**src/rtl/mull_pkg.sv**
```systemverilog
// Shared constants, mode encodings and the per-lane boolean kernel for mull_lanes_pipe.
package mull_pkg;
   localparam int MULL_LANES_DEF  = 4;
   localparam int MULL_LANES_MIN  = 1;
   localparam int MULL_LANES_MAX  = 32;
   localparam int MULL_STAGES_DEF = 2;
   localparam int MULL_STAGES_MIN = 1;
   localparam int MULL_STAGES_MAX = 4;
   localparam int MULL_CNT_W      = 16;

   typedef enum logic {
      MULL_MODE_NAND = 1'b0,
      MULL_MODE_AND  = 1'b1
   } mull_mode_e;

   // One lane: (y0 & l) optionally inverted, then XORed with zf.
   function automatic logic mull_bit(input mull_mode_e mode, input logic y0,
                                     input logic zf, input logic l_bit);
      logic prod;
      prod = y0 & l_bit;
      if (mode == MULL_MODE_NAND) prod = ~prod;
      return prod ^ zf;
   endfunction
endpackage

```
**src/rtl/mull_stage.sv**
```systemverilog
// One pipeline slice: valid flag plus W data bits with load, hold and flush-clear.
module mull_stage
   import mull_pkg::*;
#(
   parameter int W = MULL_LANES_DEF
) (
   input  logic         clk,
   input  logic         rst_n,
   input  logic         flush,
   input  logic         load,
   input  logic         in_valid,
   input  logic [W-1:0] in_data,
   output logic         valid,
   output logic [W-1:0] data
);
   logic         valid_reg;
   logic [W-1:0] data_reg;

   // Data is only captured with a real beat so a stalled output never glitches.
   always_ff @(posedge clk or negedge rst_n) begin
      if (!rst_n) begin
         valid_reg <= 1'b0;
         data_reg  <= '0;
      end else if (flush) begin
         valid_reg <= 1'b0;
      end else if (load) begin
         valid_reg <= in_valid;
         if (in_valid) data_reg <= in_data;
      end
   end

   assign valid = valid_reg;
   assign data  = data_reg;
endmodule

```
**src/rtl/mull_lanes_pipe.sv**
```systemverilog
// Per-lane NAND/AND-XOR kernel followed by an elastic STAGES-deep pipeline.
// Define MULL_BEAT_CNT_EN to add the saturating beat_cnt retired-beat counter.
module mull_lanes_pipe
   import mull_pkg::*;
#(
   parameter int LANES  = MULL_LANES_DEF,
   parameter int STAGES = MULL_STAGES_DEF
) (
   input  logic             clk,
   input  logic             rst_n,
   input  logic             in_valid,
   output logic             in_ready,
   input  logic             zf,
   input  logic             y0,
   input  logic [LANES-1:0] l,
   input  logic             mode,
   input  logic             flush,
   output logic             out_valid,
   input  logic             out_ready,
   output logic [LANES-1:0] k
`ifdef MULL_BEAT_CNT_EN
   ,
   output logic [MULL_CNT_W-1:0] beat_cnt
`endif
);
   logic [LANES-1:0]  calc;
   logic [STAGES-1:0] stg_valid;
   logic [LANES-1:0]  stg_data [STAGES];
   logic [STAGES:0]   ready_chain;
   logic              run_reg;
   logic              accept;

   // Holds in_ready low until the first edge after reset release.
   always_ff @(posedge clk or negedge rst_n) begin
      if (!rst_n) run_reg <= 1'b0;
      else        run_reg <= 1'b1;
   end

   genvar gi;
   generate
      for (gi = 0; gi < LANES; gi++) begin : g_lane
         assign calc[gi] = mull_bit(mull_mode_e'(mode), y0, zf, l[gi]);
      end
   endgenerate

   // A stage may load when empty or when everything downstream of it drains.
   assign ready_chain[STAGES] = out_ready;
   assign in_ready = run_reg & ~flush & ready_chain[0];
   assign accept   = in_valid & in_ready;

   generate
      for (gi = 0; gi < STAGES; gi++) begin : g_stage
         assign ready_chain[gi] = ~stg_valid[gi] | ready_chain[gi+1];
         if (gi == 0) begin : g_first
            mull_stage #(.W(LANES)) u_stage (
               .clk      (clk),
               .rst_n    (rst_n),
               .flush    (flush),
               .load     (ready_chain[gi]),
               .in_valid (accept),
               .in_data  (calc),
               .valid    (stg_valid[gi]),
               .data     (stg_data[gi])
            );
         end else begin : g_rest
            mull_stage #(.W(LANES)) u_stage (
               .clk      (clk),
               .rst_n    (rst_n),
               .flush    (flush),
               .load     (ready_chain[gi]),
               .in_valid (stg_valid[gi-1]),
               .in_data  (stg_data[gi-1]),
               .valid    (stg_valid[gi]),
               .data     (stg_data[gi])
            );
         end
      end
   endgenerate

   assign out_valid = stg_valid[STAGES-1];
   assign k         = stg_data[STAGES-1];

`ifdef MULL_BEAT_CNT_EN
   logic [MULL_CNT_W-1:0] beat_cnt_reg;

   always_ff @(posedge clk or negedge rst_n) begin
      if (!rst_n)
         beat_cnt_reg <= '0;
      else if (flush)
         beat_cnt_reg <= '0;
      else if (out_valid && out_ready && (beat_cnt_reg != {MULL_CNT_W{1'b1}}))
         beat_cnt_reg <= beat_cnt_reg + 1'b1;
   end

   assign beat_cnt = beat_cnt_reg;
`endif
endmodule

```
**config.mk**
```make
export PLATFORM = sky130hd
export DESIGN_NAME = mull_lanes_pipe
export DESIGN_NICKNAME = d
export VERILOG_FILES = /design/src/rtl/mull_pkg.sv /design/src/rtl/mull_stage.sv /design/src/rtl/mull_lanes_pipe.sv
export SDC_FILE = /design/constraint.sdc
export NUM_CORES = 1
export LEC_CHECK = 0
export CAP_MARGIN = 20
export CORE_MARGIN = 5
export CORE_UTILIZATION = 30
export CTS_CLUSTER_SIZE = 25
export DETAILED_ROUTE_END_ITERATION = 16
export PLACE_DENSITY = 0.54
export RECOVER_POWER = 50
export SLEW_MARGIN = 10
export SYNTH_ARGS = -nofsm -noshare
export SYNTH_HDL_FRONTEND = slang
export SYNTH_SLANG_ARGS = --single-unit
```
**constraint.sdc**
```tcl
create_clock -name clk -period 3.4 [get_ports clk]
set_input_delay 1.02 -clock clk [delete_from_list [all_inputs] [get_ports clk]]
set_output_delay 1.02 -clock clk [all_outputs]
set_load 0.005 [all_outputs]
```
### Yosys cells after proc, flatten, opt, wreduce, memory -nomap -nowiden

Cells that the tools add are included.

| storage, ports and cells | value |
|---|---|
| register bits after elaboration | 11 |
| output and inout port bits | 6 |
| input bits | 12 |
| logic and storage cells | 37 |

| cells by class | value |
|---|---|
| mux-type cells | 8 |
| reduce and logical (&&, ||, !) cells | 4 |
| bitwise gates (word level) | 20 |

Operators with widths:

| cell | number |
|---|---|
| $mux W1 | 8 |
| $and A1 B1 Y1 | 7 |
| $not A1 Y1 | 7 |
| $reduce_and A3 Y1 | 2 |
| $reduce_bool A2 Y1 | 2 |
| $xor A1 B1 Y1 | 4 |
| $or A1 B1 Y1 | 2 |

### Logic depth before layout (Yosys ltp)

| logic depth | value |
|---|---|
| depth in word-level cells | 7 |
| mapped depth | 3 |
| depth with buffers taken out | 3 |

### By module

From an unflattened synthesis, not the netlist that was laid out.

| second synthesis, totals | value |
|---|---|
| cell total of the unflattened synthesis | 41 |
| area, all modules | 568.0 µm² |

Modules (own cells, without submodules):

| module | cells each | times used | seq. area each (µm²) | area each (µm²) |
|---|---|---|---|---|
| mull_stage | 12 | 2 | 125.1 | 219.0 |
| mull_lanes_pipe | 17 | 1 | 25.0 | 130.1 |

### Least setup slack after synthesis

Ideal clock, no wire load.

| timing path | value |
|---|---|
| path kind | input to output |
| start | input out_ready |
| end | output in_ready |
| slack | 0.989 ns |
| buffers on the path | 0 |
| arrival | 1.391 ns |
| required time | 2.380 ns |
| stages on the path | 2 |
| path through | and3b_1 > nor3b_1 |

| on the way | value |
|---|---|
| longest elaborated chain between the ends | 3 |

RTL lines:

| what | RTL line | RTL |
|---|---|---|
| start: declaration | mull_lanes_pipe.sv:19 | `input logic out_ready,` |
| $or A1 B1 Y1 (2 in series) | mull_lanes_pipe.sv:53 | `assign ready_chain[gi] = ~stg_valid[gi] \| ready_chain[gi+1];` |
| $and A1 B1 Y1 | mull_lanes_pipe.sv:48 | `assign in_ready = run_reg & ~flush & ready_chain[0];` |
| end: declaration | mull_lanes_pipe.sv:12 | `output logic in_ready,` |

No other way between the ends.

### Final worst setup path

Same ends and word-level chain as after synthesis.

==> impl_metrics.env <==
export IMPL_run_status="finished, final reports clean"
export IMPL_critical_path_arrival_ns=2.16
export IMPL_critPathRequiredTime_ns=2.38
export IMPL_layoutNonFillerInstCount=85
export IMPL_syn_area_um2=529
export IMPL_ys_warnings_count=0
export IMPL_initial_antenna_violation_count=0
export IMPL_worstPathMaxFanout=2
export IMPL_ctsRootBufferMaster="clkbuf_4"
export IMPL_mappedNetlistNets=50
export IMPL_chipWidth_um=52
export IMPL_yosys_cell_types_count=15
export IMPL_hp_start="g_stage[1].g_rest.u_stage.data[0]"
export IMPL_crit_cells=4
export IMPL_worst_hold_path_num_cells=1
export IMPL_synth_top_cell_area_share_pct=52.0
export IMPL_synth_sequential_area_ratio_pct=52.0
export IMPL_mostFrequentLayoutCell="clkdlybuf4s50_1"
export IMPL_gp_congestion=0.612
export IMPL_area_inside_the_core_boundary_um2=1710
export IMPL_crit_path_start_kind="primary input"
export IMPL_period_needed_ns=3.18
export IMPL_cap_viol_max_count=0
export IMPL_final_cell_mix="clkdlybuf4s50_1 (14), dfrtp_1 (11)"
export IMPL_hold_end="g_stage[1].g_rest.u_stage.data[0]"
export IMPL_power_leakage_uw=0.000334
export IMPL_timing_worst_setup_path_type="primary input to primary output"
export IMPL_layout_drive_gt1_share_pct=25.0
export IMPL_r2r_slack_ns=1.90
export IMPL_port_buffer_count=17
export IMPL_worst_path_largest_cell_delay_ns=0.54
export IMPL_critical_path_top_delay_family="buffers and inverters"
export IMPL_grt_start_max_net_pins=12
export IMPL_cell_rows=15
export IMPL_worst_path_buf_inv=2
export IMPL_htree_num_levels=1
export IMPL_diodes=0
export IMPL_detail_route_first_pass_iterations=1
export IMPL_via_count_of_the_first_global_routing_pass=347
export IMPL_vias_after_detailed_routing=357
export IMPL_netlist_instances=38
export IMPL_initial_core_util_pct=31.0
export IMPL_worst_path_cell_with_the_longest_stage_delay="dlygate4sd3_1"
export IMPL_cp_cell_sequence="dlygate4sd3_1 > and3b_1 > nor3b_1 > dlygate4sd2_1"
export IMPL_nNetsFinal=73
export IMPL_finalHoldViolCount=0
export IMPL_hpwlAfterDp_um=749
export IMPL_max_frequency_mhz=314
export IMPL_post_syn_area_per_cell_um2=13.9
export IMPL_clkSinkCount=11
export IMPL_timing_critical_path_to_type="primary output"
export IMPL_clock_path_buffers=2
export IMPL_drt_vias_per_instance=4.20
export IMPL_routed_wl_um=861
export IMPL_rsz0062_at_grt="no"
export IMPL_global_route_usage_total_pct=8.01
export IMPL_floorplan_io_pins=18
export IMPL_whs_ns=0.505
export IMPL_skew_ns=0.00341
export IMPL_final_min_period_over_clock_period_pct=93.6
export IMPL_tritoncts_clock_tree="yes"
export IMPL_placed_area_um2=738
export IMPL_ys_top_cells_by_area="dfrtp_1 (52%), mux2_4 (11%), mux2_2 (8.5%), xnor2_1 (6.6%), nor3b_4 (3.5%)"
export IMPL_critical_path_reg2reg_endpoint="g_stage[0].g_first.u_stage.data[2]"
export IMPL_drc_errors=0
export IMPL_worstSkewPairLatency_ns=0.26
export IMPL_fp_dieH_um=52
export IMPL_yosys_register_bits=11
export IMPL_synth_top_area_cell="dfrtp_1"
export IMPL_final_area_um2=759
export IMPL_cts_buffers=3
export IMPL_post_drt_wl_per_cell_um=10.1
export IMPL_initialDrtViolationCount=0
export IMPL_number_of_cells_in_the_design_after_placement=81
export IMPL_rr_startpoint="g_stage[0].g_first.u_stage.valid"
export IMPL_power_per_cell_area_nw_per_um2=511
export IMPL_syn2layout_area_growth_pct=43.5
export IMPL_hold_class="flip-flop to flip-flop"
export IMPL_clk_pin_slew_worst_paths_ns=0.06
export IMPL_grt_pass1_wl_um=1520
export IMPL_antenna_violating_nets_post_route=0
export IMPL_timing_max_transition_violations_final=0
export IMPL_setup_viol=0
export IMPL_globalRoute_totalOverflow=0
export IMPL_ir_drop_mv=0.192
export IMPL_reg2reg_depth=3
export IMPL_postCtsSetupRepairBufs=0
export IMPL_die_area_um2=2700
cell usage after synthesis, drive strengths merged:
library cell,number
dfrtp,11
mux2,8
xnor2,5
nand2,4
nor2,2
nor3b,2
a31o,1
and2b,1
and3b,1
and4bb,1
conb,1
inv,1
worst max-delay path by stage:
stage                     startpoint  endpoint
after floorplan            out_ready  in_ready
after global routing       out_ready  in_ready
after detailed placement   out_ready  in_ready
after CTS                  out_ready  in_ready
final                      out_ready  in_ready
after global placement     out_ready  in_ready
report_power, final:
group | internal [µW] | leakage (µW) | switching (µW)
Combinational | 88.1 | 0.000184 | 31.5
Clock | 45.3 | 0.0000150 | 38.4
Sequential | 167 | 0.000135 | 17.9
layout make-up:
| type | count | area [µm²] |
|---|---|---|
| sequential | 11 | 275 |
| inverter | 1 | 3.75 |
| clock buffer | 4 | 26.3 |
| timing repair buffer | 18 | 176 |
| fill | 174 | 948 |
| multi-input combinational | 26 | 246 |
| tap | 25 | 31.3 |
routing by layer:
| layer | GRT usage, % | routed length, µm | vias to the layer above |
|---|---|---|---|
| met3 | 3.15 | 87 | 2 |
| met4 | 6.55 | 25 | 0 |
| li1 | - | - | 174 |
| met5 | 0 | 0 | - |
| met2 | 12.1 | 386 | 18 |
| met1 | 8.70 | 362 | 163 |
cell families (layout without fill, tap and decap cells):
group | Yosys count | count (layout) | share of synthesized area, %
other cells | 1 | 1 | 0.709
buf+inv | 1 | 23 | 0.709
compound gates | 1 | 1 | 1.66
mux | 8 | 8 | 19.9
xor+xnor | 5 | 5 | 9.69
simple gates | 11 | 11 | 15.4
flops | 11 | 11 | 52.0
through the flow:
step                total power, µW  setup slack, ns  util, %  setup TNS, ns
floorplan                       240            0.989        -              0
global placement                308           0.0124     43.2              0
detailed placement              311         -0.00820     43.2       -0.00820
CTS                             397            0.271     44.7              0
global route                    415            0.161     44.5              0
finish                          388            0.217     44.5              0
timing repair:
action / 4_1_cts / 5_1_grt
hold buffers: 0 / 0
gates resized for setup: 1 / 0
endpoints found under the setup margin: 1 / 0
No activity file was read; power rests on OpenSTA's default activity.
